**src/rtl/pipe_stage_reg.sv**
```systemverilog
// pipe_stage_reg: valid/ready pipeline register carrying datapath words plus a
// packed control field; a single-entry register (SKID=0) or a 2-entry skid buffer (SKID=1).
module pipe_stage_reg #(
    parameter int DATA_W  = 32,
    parameter int N_WORDS = 6,
    parameter int CTRL_W  = 33,
    parameter int SKID    = 1
) (
    input  logic                      clk_in,
    input  logic                      rst_in,
    input  logic                      in_valid_in,
    output logic                      in_ready_out,
    input  logic [DATA_W*N_WORDS-1:0] data_in,
    input  logic [CTRL_W-1:0]         ctrl_in,
    input  logic                      flush_in,
    output logic                      out_valid_out,
    input  logic                      out_ready_in,
    output logic [DATA_W*N_WORDS-1:0] data_out,
    output logic [CTRL_W-1:0]         ctrl_out,
    output logic [1:0]                occ_out,
    output logic [15:0]               bubble_cnt_out
);

    localparam int DW = DATA_W * N_WORDS;

    // Handshake: an entry moves in on an edge where in_valid_in & in_ready_out,
    // and out where out_valid_out & out_ready_in; valid never depends on ready.
    logic [DW-1:0]     head_data;
    logic [DW-1:0]     skid_data;
    logic [CTRL_W-1:0] head_ctrl;
    logic [CTRL_W-1:0] skid_ctrl;
    logic [1:0]        occ;
    logic [1:0]        occ_nxt;
    logic              ready_q;
    logic              in_fire;
    logic              out_fire;
    logic              load_head_in;
    logic              load_head_skid;
    logic              load_skid_in;
    logic [15:0]       bubble_cnt;

    assign out_valid_out = (occ != 2'd0);
    assign in_ready_out  = (SKID != 0) ? ready_q : (!out_valid_out || out_ready_in);
    assign in_fire       = in_valid_in && in_ready_out;
    assign out_fire      = out_valid_out && out_ready_in;

    // occ is the stage state: 0 empty, 1 head only, 2 head plus skid
    always_comb begin
        occ_nxt        = occ;
        load_head_in   = 1'b0;
        load_head_skid = 1'b0;
        load_skid_in   = 1'b0;
        if (flush_in) begin
            occ_nxt = 2'd0;
        end else if (SKID == 0) begin
            if (in_fire) begin
                load_head_in = 1'b1;
                occ_nxt      = 2'd1;
            end else if (out_fire) begin
                occ_nxt = 2'd0;
            end
        end else begin
            case (occ)
                2'd0: begin
                    if (in_fire) begin
                        load_head_in = 1'b1;
                        occ_nxt      = 2'd1;
                    end
                end
                2'd1: begin
                    if (in_fire && out_fire) begin
                        load_head_in = 1'b1;
                    end else if (in_fire) begin
                        load_skid_in = 1'b1;
                        occ_nxt      = 2'd2;
                    end else if (out_fire) begin
                        occ_nxt = 2'd0;
                    end
                end
                default: begin
                    if (out_fire) begin
                        load_head_skid = 1'b1;
                        occ_nxt        = 2'd1;
                    end
                end
            endcase
        end
    end

    // Registered ready keeps out_ready_in off the in_ready_out path in skid mode
    always_ff @(posedge clk_in or negedge rst_in) begin
        if (!rst_in) begin
            occ       <= 2'd0;
            ready_q   <= 1'b1;
            head_data <= '0;
            head_ctrl <= '0;
            skid_data <= '0;
            skid_ctrl <= '0;
        end else begin
            occ     <= occ_nxt;
            ready_q <= (occ_nxt != 2'd2);
            if (load_head_in) begin
                head_data <= data_in;
                head_ctrl <= ctrl_in;
            end else if (load_head_skid) begin
                head_data <= skid_data;
                head_ctrl <= skid_ctrl;
            end
            if (load_skid_in) begin
                skid_data <= data_in;
                skid_ctrl <= ctrl_in;
            end
        end
    end

    always_ff @(posedge clk_in or negedge rst_in) begin
        if (!rst_in) begin
            bubble_cnt <= 16'd0;
        end else if (!out_valid_out && out_ready_in && (bubble_cnt != 16'hFFFF)) begin
            bubble_cnt <= bubble_cnt + 16'd1;
        end
    end

    // Flushed entries leave data_out stale; only ctrl_out is masked
    assign data_out       = head_data;
    assign ctrl_out       = out_valid_out ? head_ctrl : '0;
    assign occ_out        = occ;
    assign bubble_cnt_out = bubble_cnt;

endmodule

```
**config.mk**
```make
export PLATFORM = sky130hd
export DESIGN_NAME = pipe_stage_reg
export DESIGN_NICKNAME = d
export VERILOG_FILES = /design/src/rtl/pipe_stage_reg.sv
export SDC_FILE = /design/constraint.sdc
export NUM_CORES = 1
export LEC_CHECK = 0
export CAP_MARGIN = 10
export CORE_ASPECT_RATIO = 1.4
export CORE_MARGIN = 1
export CORE_UTILIZATION = 54
export CTS_BUF_LIST = sky130_fd_sc_hd__clkbuf_16
export DETAILED_ROUTE_END_ITERATION = 8
export GPL_ROUTABILITY_DRIVEN = 0
export PLACE_DENSITY_LB_ADDON = 0.25
export SYNTH_ARGS = -nofsm -noshare
export SYNTH_HDL_FRONTEND = slang
export SYNTH_SLANG_ARGS = --single-unit
```
**constraint.sdc**
```tcl
create_clock -name clk_in -period 2.76 [get_ports clk_in]
set_clock_uncertainty 0.05 [all_clocks]
set_input_delay 0.552 -clock clk_in [delete_from_list [all_inputs] [get_ports clk_in]]
set_output_delay 0.552 -clock clk_in [all_outputs]
set_load 0.05 [all_outputs]
```
### After elaboration in Yosys (flattened, before gate mapping)

Cells that the tools add are included.

* add/subtract/negate cells: 1
* multipliers: 0
* div/mod/pow operators: 0
* $lt $le $gt $ge: 0
* equality and inequality tests: 3
* shift-type cells: 0
* multiplexer cells: 22
* bitwise gates (word level): 0
* reductions and logical operators: 10

Operators by type and width (number)
* 2-to-1 mux 192 bit: 2
* 2-to-1 mux 33 bit: 3
* adder 16 x 1 -> 16 bit, second input constant: 1
* inequality test 16 bit, second input constant: 1
* 2-to-1 mux 2 bit: 6
* 2-to-1 mux 1 bit: 9
* logical AND 1 bit: 5
* case mux 2 bit (2 select lines): 1
* nonzero test 2 bit: 2
* == test 2 x 1 -> 1 bit, second input constant: 1
* zero test 2 bit: 1
* inequality test 2 bit, second input constant: 1
* case mux 1 bit (2 select lines): 1
* OR reduction 2 bit: 1
* zero test 1 bit: 1

* flip-flop bits (word level): 469
* latch bits: 0
* memory bits (writable): 0
* bits in read-only memories: 0
* input port bits: 230
* word-level logic and storage cells: 43
* memories: 0

### Depth between registers and ports, before layout

Gate-level depths: netlist (run 1).

* depth in word-level cells: 8
* mapped depth: 8
* mapped depth without buffers: 5

### Worst setup path before layout (run 1)

Ideal clock, no wire load.

* path type: register to output
* from: reg occ[1], in the netlist occ_out[1]
* to: out ctrl_out[10]
* data arrival time: 1.885 ns
* data required time: 2.158 ns
* slack: 0.273 ns
* stages on the path, launching flop included: 5
* path buffers: 2
* path through: dfrtp_1 -> buf_2 -> nor2_4 -> clkbuf_1 -> nor2b_1

* word-level cells in the longest chain between the ends: 2

RTL lines
* from (decl): line 32 `logic [1:0] occ;`
* from (signal assigned): line 100 `occ <= occ_nxt;`
* nonzero test 2 bit: line 42 `assign out_valid_out = (occ != 2'd0);`
* 2-to-1 mux 33 bit: line 126 `assign ctrl_out = out_valid_out ? head_ctrl : '0;`
* to (decl): line 19 `output logic [CTRL_W-1:0] ctrl_out,`

Every way passes these cells.

### Worst setup path in the final report (run 1)

* from: reg occ[0], in the netlist occ_out[0]
* to: out ctrl_out[29]

Same word-level chain as after synthesis.

==> flow_metrics.tcl, run 1 <==
set metrics [dict create \
    outcome "finished clean" \
    average_instance_area_after_synthesis_um2 14.58 \
    comb_power_share_pct 29.4 \
    cts_max_level 2 \
    path_class "reg -> out" \
    finalHoldViolations 0 \
    power_mw 21.27 \
    die_width_um 163.5 \
    finalMaxSlewViolations 0 \
    global_route.usage.total_pct 27.37 \
    totalWireLength_um 51190 \
    setup.reg_to_reg.worst_slack_ns 0.58 \
    yosysSeqAreaShare_pct 59.52 \
    regArea_um2 11740 \
    cts.reportedPaths.clkPinSlew_ns 0.06 \
    globalRoute.totalOverflow 0 \
    cts-root-buf "clkbuf_16" \
    timing.hold.worst_endpoint "head_ctrl[15]$_DFFE_PN0P_" \
    min-delay-path-class "reg -> reg" \
    port-buffer-count 474 \
    netlist_top_cells_area "dfrtp_1, a22o_1, mux2_4" \
    cp_data_arrival_time_ns 2.01 \
    worst_r2r_path_depth 6 \
    drive_above_1_share_pct 19.53 \
    final.fill_count 2305 \
    seq_power_share_pct 44.3 \
    fin_crit_ns 2.616 \
    critical_path.max_fanout 26 \
    std_cell_rows 82 \
    mappedNetlistNets 1583 \
    vias 13476 \
    first_global_vias 14418 \
    clock_latency_reported_for_the_late_side_of_the_worst_skew_pair_ns 0.54 \
    fp.dieH_um 228.1 \
    cts_tree "done" \
    route.detailed.drc 0 \
    crit_path_end_kind "output port" \
    synthesis.area_um2 19720 \
    power.density_cell_area_nw_per_um2 802.8 \
    timing.final.crit_share_pct 94.78 \
    clk_sinks 469 \
    grt_first_pass_wirelength_um 79800 \
    netlist_instances 1352 \
    setup_total_negative_slack_ns 0 \
    fmaxAchievable_mhz 382.3 \
    dieArea_um2 37300 \
    max_slew_margin_pct 49.01 \
    initial_antenna_violation_count 8 \
    initialDrtViolationCount 831 \
    grt_max_degree 81 \
    switching_share_pct 32.48 \
    power_leakage_nw 13.40 \
    synth.lib_cells_used.distinct 36 \
    postCtsSetupBuffers 0 \
    worst-endpoint-required_ns 2.16 \
    holdCritStartpoint "head_ctrl[15]$_DFFE_PN0P_" \
    io_pins 475 \
    synth_top_cell_area_share_pct 59.39 \
    cellInternalPower_mw 14.37 \
    drt-vias-per-instance 5.776 \
    core_um2 35910 \
    unrepaired_setup_endpoints_after_global_routing "no" \
    setup_viol 0 \
    route.detailed.wl_per_inst_um 21.94 \
    vdd_drop_max_mv 0.8916 \
    startpoint_of_the_most_critical_register_to_register_path "bubble_cnt_out[0]$_DFFE_PN0P_" \
    drt_first_pass_iters 5 \
    syn_to_final_growth_pct 34.39 \
    r2r_end "bubble_cnt_out[7]$_DFFE_PN0P_" \
    detail-route-antenna-nets 0 \
    critPathLaunchType "flop" \
    ys_ff_latch 469 \
    number_of_clock_buffers_inserted_by_tritoncts 45 \
    power.net_switching_mw 6.909 \
    total_area_of_multi_input_combinational_cells_um2 7366 \
    dp_hpwl_um 34460 \
    start_util_pct 54.91 \
    max_cap_violations 0 \
    yosysWarningCount 0 \
    hold_depth 1 \
    max-clock-path-buffers 3 \
    p_clk_share_pct 26.2 \
    synth_largest_area_cell "dfrtp_1" \
    worstMarginPinSlew_ns 0.7629 \
    final_net_count 2062 \
]
==> final cells by class <==
| type | instances | area share (%) |
|---|---|---|
| Sequential cell | 469 | 44.29 |
| Multi-Input combinational cell | 777 | 27.80 |
| Timing Repair Buffer | 536 | 20.74 |
| Clock buffer | 45 | 4.249 |
| Tap cell | 462 | 2.181 |
| Clock inverter | 35 | 0.6468 |
| Antenna cell | 7 | 0.06610 |
| Inverter | 2 | 0.02833 |
==> logic make-up after synthesis <==
group           Yosys count  synth area share, %
compound gates          454                18.71
xor+xnor                 15               0.6663
fa+ha+maj                 1              0.06344
buf+inv                 106                3.198
simple gates             80                2.620
mux                     227                15.22
flops                   469                59.52
==> cells in the mapped netlist (all sizes together) <==
library cell and count:
a21o 225, o21ai 1, a211oi 1, xnor2 1, nand3 4, nor2 9
nor4b 1, nor3b 3, buf 87, and3 2, o2111ai 1, inv 2
nand2 9, dfstp 1, nand2b 1, o31ai 1, clkbuf 17, a22o 225
mux2i 1, mux2 226, or4b 1, nand4 4, ha 1, nor2b 34
dfrtp 468, nor4 5, xor2 14, nor3 6, and4 1
==> how the worst max path moves through the flow <==
stage | depth (start not counted) | end | from
3_3_place_gp | 7 | data_out[1]$_DFFE_PN0P_ | in_valid_in
5_1_grt | 4 | ctrl_out[13] | occ_out[0]$_DFF_PN0_
6_report | 4 | ctrl_out[29] | occ_out[0]$_DFF_PN0_
4_1_cts | 4 | ctrl_out[29] | occ_out[0]$_DFF_PN0_
2_1_floorplan | 4 | ctrl_out[10] | occ_out[1]$_DFF_PN0_
3_5_place_dp | 7 | data_out[51]$_DFFE_PN0P_ | out_ready_in
==> worst max-delay path: stages (launching register included) <==
cell	delay (ns)
dfrtp_1	0.48
nor2_4	0.08
buf_12	0.16
nor2b_1	0.15
dlygate4sd2_1	0.57
==> cells in the final DEF (no fill, tap or decap), types with 21 or more instances in the layout <==
cell type	count
clkdlybuf4s50_1	439
dfrtp_1	468
a21o_1	225
a22o_1	225
nor2b_1	33
buf_4	47
dlygate4sd2_1	21
mux2_4	119
clkbuf_16	45
mux2_2	107
buf_12	27
==> registers in the layout, indices dropped and copies added, names as in the netlist <==
| register | flops |
|---|---|
| bubble_cnt_out | 16 |
| skid_ctrl | 33 |
| skid_data | 192 |
| occ_out | 2 |
| data_out | 192 |
| in_ready_out | 1 |
| head_ctrl | 33 |
==> power groups by stage <==
stage	Clock, mW	Combinational, mW	Sequential, mW
floorplan	0	2.19	11.2
global placement	0	6.17	9.40
detailed placement	0	6.28	9.51
CTS	5.70	6.31	9.41
global route	5.96	6.56	9.60
finish	5.58	6.26	9.43
==> layer usage <==
layer	track usage [%]	wire length, um	share of wire, %
met1	32.30	19370	38
met2	46.01	25430	50
met3	7.309	3903	7.6
met4	12.99	2470	4.8
met5	0	13	0.025
==> per-stage QoR <==
stage	util [%]	hold slack (ns)	setup WS, ns	area (um^2)	std cells
CTS	73.75	0.4225	0.1307	26480	2326
finish	73.80	0.4194	0.1441	26500	2333
global route	73.80	0.4369	0.05386	26500	2333
floorplan	-	0.2064	0.2728	19720	1352
detailed placement	70.18	0.4078	0.1769	25200	2245
global placement	70.18	0.4011	0.2278	25200	2245
==> timing repair <==
action / in CTS / in global routing
hold endpoints to repair: 61 / 0
gates resized for setup: 21 / 0
setup endpoints to repair: 21 / 0
hold buffers: 1 / 0
Note: power is estimated with default switching activity, not from simulation.
==> run 2, diff against run 1 <==
--- a/config.mk
+++ b/config.mk
@@ -6,7 +6,7 @@
 export NUM_CORES = 1
 export LEC_CHECK = 0
 export CAP_MARGIN = 10
-export CORE_ASPECT_RATIO = 1.4
+export CORE_ASPECT_RATIO = 1.2
 export CORE_MARGIN = 1
 export CORE_UTILIZATION = 54
 export CTS_BUF_LIST = sky130_fd_sc_hd__clkbuf_16
==> flow_metrics.tcl, run 2 (synthesized netlist as in run 1, its figures left out) <==
set metrics [dict create \
    outcome "finished clean" \
    initialDrtViolationCount 810 \
    seq_power_share_pct 43.1 \
    critical_path.cell_chain "clkdlybuf4s50_1" \
    clk_sinks 469 \
    worst_r2r_path_depth 5 \
    initial_antenna_violation_count 10 \
    core_um2 35940 \
    cts.reportedPaths.clkPinSlew_ns 0.06 \
    power.density_cell_area_nw_per_um2 822.4 \
    comb_power_share_pct 28.7 \
    std_cell_rows 76 \
    fmaxAchievable_mhz 379.9 \
    final_net_count 2060 \
    worst_path_largest_cell_delay_ns 0.91 \
    final_core_utilization_pct 74.15 \
    cellInternalPower_mw 14.90 \
    vdd_drop_max_mv 0.7047 \
    port-buffer-count 474 \
    dp.cells 2247 \
    vias 13591 \
    first_global_vias 14746 \
    finalMaxSlewViolations 0 \
    postCtsSetupBuffers 0 \
    grt_first_pass_wirelength_um 81340 \
    detail-route-antenna-nets 0 \
    cp_data_arrival_time_ns 2.03 \
    worst_path_dominant_cell_family "buffers and inverters" \
    io_pins 475 \
    crit_path_end_kind "output port" \
    power_leakage_nw 13.44 \
    dp_hpwl_um 35120 \
    totalWireLength_um 52080 \
    pre_cts_ws_ns 0.2000 \
    p_clk_share_pct 28.2 \
    syn_to_final_growth_pct 35.17 \
    drt_first_pass_iters 4 \
    finalHoldViolations 0 \
    hold_depth 1 \
    cts_max_level 2 \
    route.detailed.drc 0 \
    startpoint_of_the_most_critical_register_to_register_path "bubble_cnt_out[0]$_DFFE_PN0P_" \
    path_class "reg -> out" \
    global_route.usage.total_pct 27.94 \
    max-clock-path-buffers 3 \
    fp.dieH_um 211.3 \
    grt_max_degree 112 \
    r2r_end "bubble_cnt_out[1]$_DFFE_PN0P_" \
    drt-vias-per-instance 5.806 \
    final_common_cell "dfrtp_1" \
    number_of_clock_buffers_inserted_by_tritoncts 47 \
    drive_above_1_share_pct 20.55 \
    fin_crit_ns 2.632 \
    setup_total_negative_slack_ns 0 \
    start_util_pct 54.86 \
    max_cap_violations 0 \
    final_worst_setup_slack_ns 0.1280 \
    finalNonFillerCells 2341 \
    worstSetupStartpoint "occ_out[1]$_DFF_PN0_" \
    unrepaired_setup_endpoints_after_global_routing "no" \
    dieArea_um2 37290 \
    cp_num_buf_inv 1 \
    min-delay-path-class "reg -> reg" \
    layout.cells.most_common_list "dfrtp_1, clkdlybuf4s50_1, a22o_1, a21o_1, mux2_4" \
    max_slew_margin_pct 24.83 \
    clock_latency_reported_for_the_late_side_of_the_worst_skew_pair_ns 0.56 \
    critPathLaunchType "flop" \
    power_mw 21.92 \
    globalRoute.totalOverflow 0 \
    holdCritStartpoint "head_ctrl[8]$_DFFE_PN0P_" \
    cts-root-buf "clkbuf_16" \
    power.net_switching_mw 7.020 \
    timing.final.crit_share_pct 95.36 \
    worstMarginPinSlew_ns 1.125 \
    cts_tree "done" \
    critical_path.slowest_cell "clkdlybuf4s50_1" \
    setup.reg_to_reg.worst_slack_ns 0.31 \
    critical_path.max_fanout 9 \
    worst-endpoint-required_ns 2.16 \
    switching_share_pct 32.03 \
    die_width_um 176.4 \
    setup_viol 0 \
    route.detailed.wl_per_inst_um 22.25 \
    timing.hold.worst_endpoint "head_ctrl[8]$_DFFE_PN0P_" \
]
run 2: cell count changes in the layout (fill, tap and decap cells not counted), sizes merged, moves of 2 or more:
cell,before,now
bufinv,1,4
clkinvlp,2,0
clkbuf,45,49
dlygate4sd2,21,5
buf,75,87
diode,7,9
run 2: repair_timing:
action	in CTS	in global routing
gates resized for setup	5	0
endpoints found under the setup margin	5	0
hold endpoints to repair	47	0
hold buffers	1	0
run 2: worst max-delay path by stage:
stage	depth (start not counted)	slack, ns	endpoint
3_3_place_gp	6	0.25	data_out[105]$_DFFE_PN0P_
5_1_grt	4	0.06	ctrl_out[27]
4_1_cts	1	0.10	occ_out[1]
2_1_floorplan	4	0.27	ctrl_out[10]
3_5_place_dp	8	0.20	data_out[188]$_DFFE_PN0P_
6_report	1	0.13	occ_out[1]
run 2: area by class of cell:
| type | instances | area (um^2) |
|---|---|---|
| multi-input combinational | 777 | 7366 |
| tap | 468 | 585.6 |
| antenna | 9 | 22.52 |
| clock inverter | 35 | 249.0 |
| timing repair buffer | 532 | 5459 |
| clock buffer | 49 | 1226 |
| fill | 2297 | 9291 |
| sequential | 469 | 11740 |
| inverter | 2 | 7.507 |
run 2: per-stage QoR:
stage	cell area, um^2	hold WS, ns
2_1_floorplan	19720	0.2064
3_5_place_dp	25150	0.4073
6_report	26650	0.4172
4_1_cts	26630	0.4212
5_1_grt	26650	0.4329
3_3_place_gp	25150	0.4012
run 2: power by group through the flow:
stage | Clock (mW) | Combinational [mW] | Sequential (mW)
floorplan | 0 | 2.19 | 11.2
detailed placement | 0 | 6.28 | 9.51
CTS | 6.29 | 6.33 | 9.42
global route | 6.56 | 6.59 | 9.61
finish | 6.19 | 6.28 | 9.45
global placement | 0 | 6.15 | 9.40
run 2: per-layer routing:
layer	vias up	track usage [%]	routed length, um
li1	5962	-	-
met1	6991	33.51	19840
met2	495	45.07	25250
met3	139	7.830	4081
met4	4	16.38	2877
met5	-	0	22
==> run 3, diff against run 2 <==
--- a/config.mk
+++ b/config.mk
@@ -11,8 +11,9 @@
 export CORE_UTILIZATION = 54
 export CTS_BUF_LIST = sky130_fd_sc_hd__clkbuf_16
 export DETAILED_ROUTE_END_ITERATION = 8
-export GPL_ROUTABILITY_DRIVEN = 0
+export MAX_ROUTING_LAYER = met4
 export PLACE_DENSITY_LB_ADDON = 0.25
+export RECOVER_POWER = 50
 export SYNTH_ARGS = -nofsm -noshare
 export SYNTH_HDL_FRONTEND = slang
 export SYNTH_SLANG_ARGS = --single-unit
==> flow_metrics.tcl, run 3 (synthesized netlist as in run 1, its figures left out) <==
set metrics [dict create \
    outcome "complete, but fails checks" \
    violations "max-capacitance violations, max-slew violations" \
    finalNonFillerCells 2343 \
    std_cell_rows 76 \
    power.density_cell_area_nw_per_um2 826.8 \
    unrepaired_setup_endpoints_after_global_routing "no" \
    first_global_vias 14778 \
    die_width_um 176.4 \
    globalRoute.totalOverflow 0 \
    global_route.usage.total_pct 28.81 \
    finalMaxSlewViolations 57 \
    final_common_cell "dfrtp_1" \
    gp_congestion 0.8505 \
    route.detailed.drc 0 \
    min-delay-path-class "reg -> reg" \
    r2r_end "skid_data[165]$_DFFE_PN0P_" \
    vdd_drop_max_mv 0.7096 \
    dp.cells 2247 \
    final_net_count 2060 \
    syn_to_final_growth_pct 33.91 \
    setup_viol 0 \
    fmaxAchievable_mhz 378.6 \
    depth_of_the_critical_timing_path_with_buffers_and_inverters_included 1 \
    timing.final.crit_share_pct 95.69 \
    postCtsSetupBuffers 0 \
    drive_above_1_share_pct 19.21 \
    path_class "reg -> out" \
    worstSetupStartpoint "occ_out[1]$_DFF_PN0_" \
    cts_tree "done" \
    drt-vias-per-instance 5.802 \
    worst_r2r_path_depth 5 \
    dieArea_um2 37290 \
    grt_first_pass_wirelength_um 81230 \
    worst_path_largest_cell_delay_ns 0.91 \
    setup.reg_to_reg.worst_slack_ns 0.30 \
    clk_sinks 469 \
    layout.cells.most_common_list "dfrtp_1, clkdlybuf4s50_1, a22o_1, a21o_1, mux2_2" \
    initialDrtViolationCount 800 \
    finalHoldViolations 0 \
    cts-root-buf "clkbuf_16" \
    fin_crit_ns 2.641 \
    core_um2 35940 \
    grt_max_degree 112 \
    detail-route-antenna-nets 0 \
    drt_first_pass_iters 4 \
    crit_path_end_kind "output port" \
    critPathLaunchType "flop" \
    setup_total_negative_slack_ns 0 \
    power_leakage_nw 13.27 \
    port-buffer-count 474 \
    io_pins 475 \
    start_util_pct 54.86 \
    max-clock-path-buffers 3 \
    dp_hpwl_um 35120 \
    final.fill_count 2346 \
    cts.reportedPaths.clkPinSlew_ns 0.06 \
    critical_path.cell_chain "clkdlybuf4s50_1" \
    final_core_utilization_pct 73.46 \
    fp.dieH_um 211.3 \
    worst-endpoint-required_ns 2.16 \
    worstMarginPinSlew_ns 1.751 \
    totalWireLength_um 51930 \
    worst_path_dominant_cell_family "buffers and inverters" \
    vias 13594 \
    clock_latency_reported_for_the_late_side_of_the_worst_skew_pair_ns 0.56 \
    cp_data_arrival_time_ns 2.04 \
    cp_num_buf_inv 1 \
    critical_path.slowest_cell "clkdlybuf4s50_1" \
    max_cap_violations 1 \
    critical_path.max_fanout 9 \
    max_slew_margin_pct -16.75 \
    cts_max_level 2 \
    initial_antenna_violation_count 10 \
    route.detailed.wl_per_inst_um 22.16 \
    timing.critical_path.to "occ_out[1]" \
    number_of_clock_buffers_inserted_by_tritoncts 47 \
    startpoint_of_the_most_critical_register_to_register_path "occ_out[0]$_DFF_PN0_" \
]
-- run 3: what timing repair did --
action,in CTS,in global routing
endpoints found under the setup margin,5,0
gates resized for setup,5,0
endpoints found under the hold margin,47,0
hold buffers,1,0
-- run 3: layout make-up --
cell class              count  area (um^2)  share of cell area (%)
diodes                     11        27.53                  0.1042
inverters                   2        7.507                 0.02843
clock buffers              49         1226                   4.644
repair buffers            532         5270                   19.96
multi-input cells         777         7302                   27.65
well taps                 468        585.6                   2.218
clock inverters            35        249.0                  0.9430
flip-flops and latches    469        11740                   44.45
-- run 3: worst min path at each step --
| stage | startpoint | cells after the start | end | slack (ns) |
|---|---|---|---|---|
| floorplan | rst_in | 0 | bubble_cnt_out[0]$_DFFE_PN0P_ | 0.21 |
| global placement | head_ctrl[2]$_DFFE_PN0P_ | 1 | head_ctrl[2]$_DFFE_PN0P_ | 0.40 |
| detailed placement | head_ctrl[8]$_DFFE_PN0P_ | 1 | head_ctrl[8]$_DFFE_PN0P_ | 0.41 |
| CTS | head_ctrl[8]$_DFFE_PN0P_ | 1 | head_ctrl[8]$_DFFE_PN0P_ | 0.42 |
| global route | data_out[20]$_DFFE_PN0P_ | 1 | data_out[20]$_DFFE_PN0P_ | 0.43 |
| finish | head_ctrl[8]$_DFFE_PN0P_ | 1 | head_ctrl[8]$_DFFE_PN0P_ | 0.42 |
-- run 3: power by group --
group	internal (mW)	switching, mW	total (mW)	leakage (nW)
Sequential	8.48	0.957	9.44	5.84
Combinational	2.79	3.42	6.21	6.66
Clock	3.56	2.63	6.19	0.767
-- run 3: layer usage --
metal | vias up | wire, um | share of wire [%] | track usage [%]
met3 | 151 | 3949 | 7.6 | 7.759
met4 | 0 | 2901 | 5.6 | 16.35
met1 | 6975 | 19790 | 38 | 33.57
met5 | - | 0 | 0 | -
met2 | 494 | 25290 | 49 | 45.13
li1 | 5974 | - | - | -
-- run 3: metrics by stage --
stage | setup slack, ns | hold slack [ns] | area [um^2] | power (mW)
final | 0.1189 | 0.4165 | 26410 | 21.83
after global routing | 0.05144 | 0.4329 | 26400 | 22.68
after floorplan | 0.2728 | 0.2064 | 19720 | 13.39
after CTS | 0.1009 | 0.4212 | 26630 | 22.04
after detailed placement | 0.2000 | 0.4073 | 25150 | 15.80
after global placement | 0.2495 | 0.4012 | 25150 | 15.55
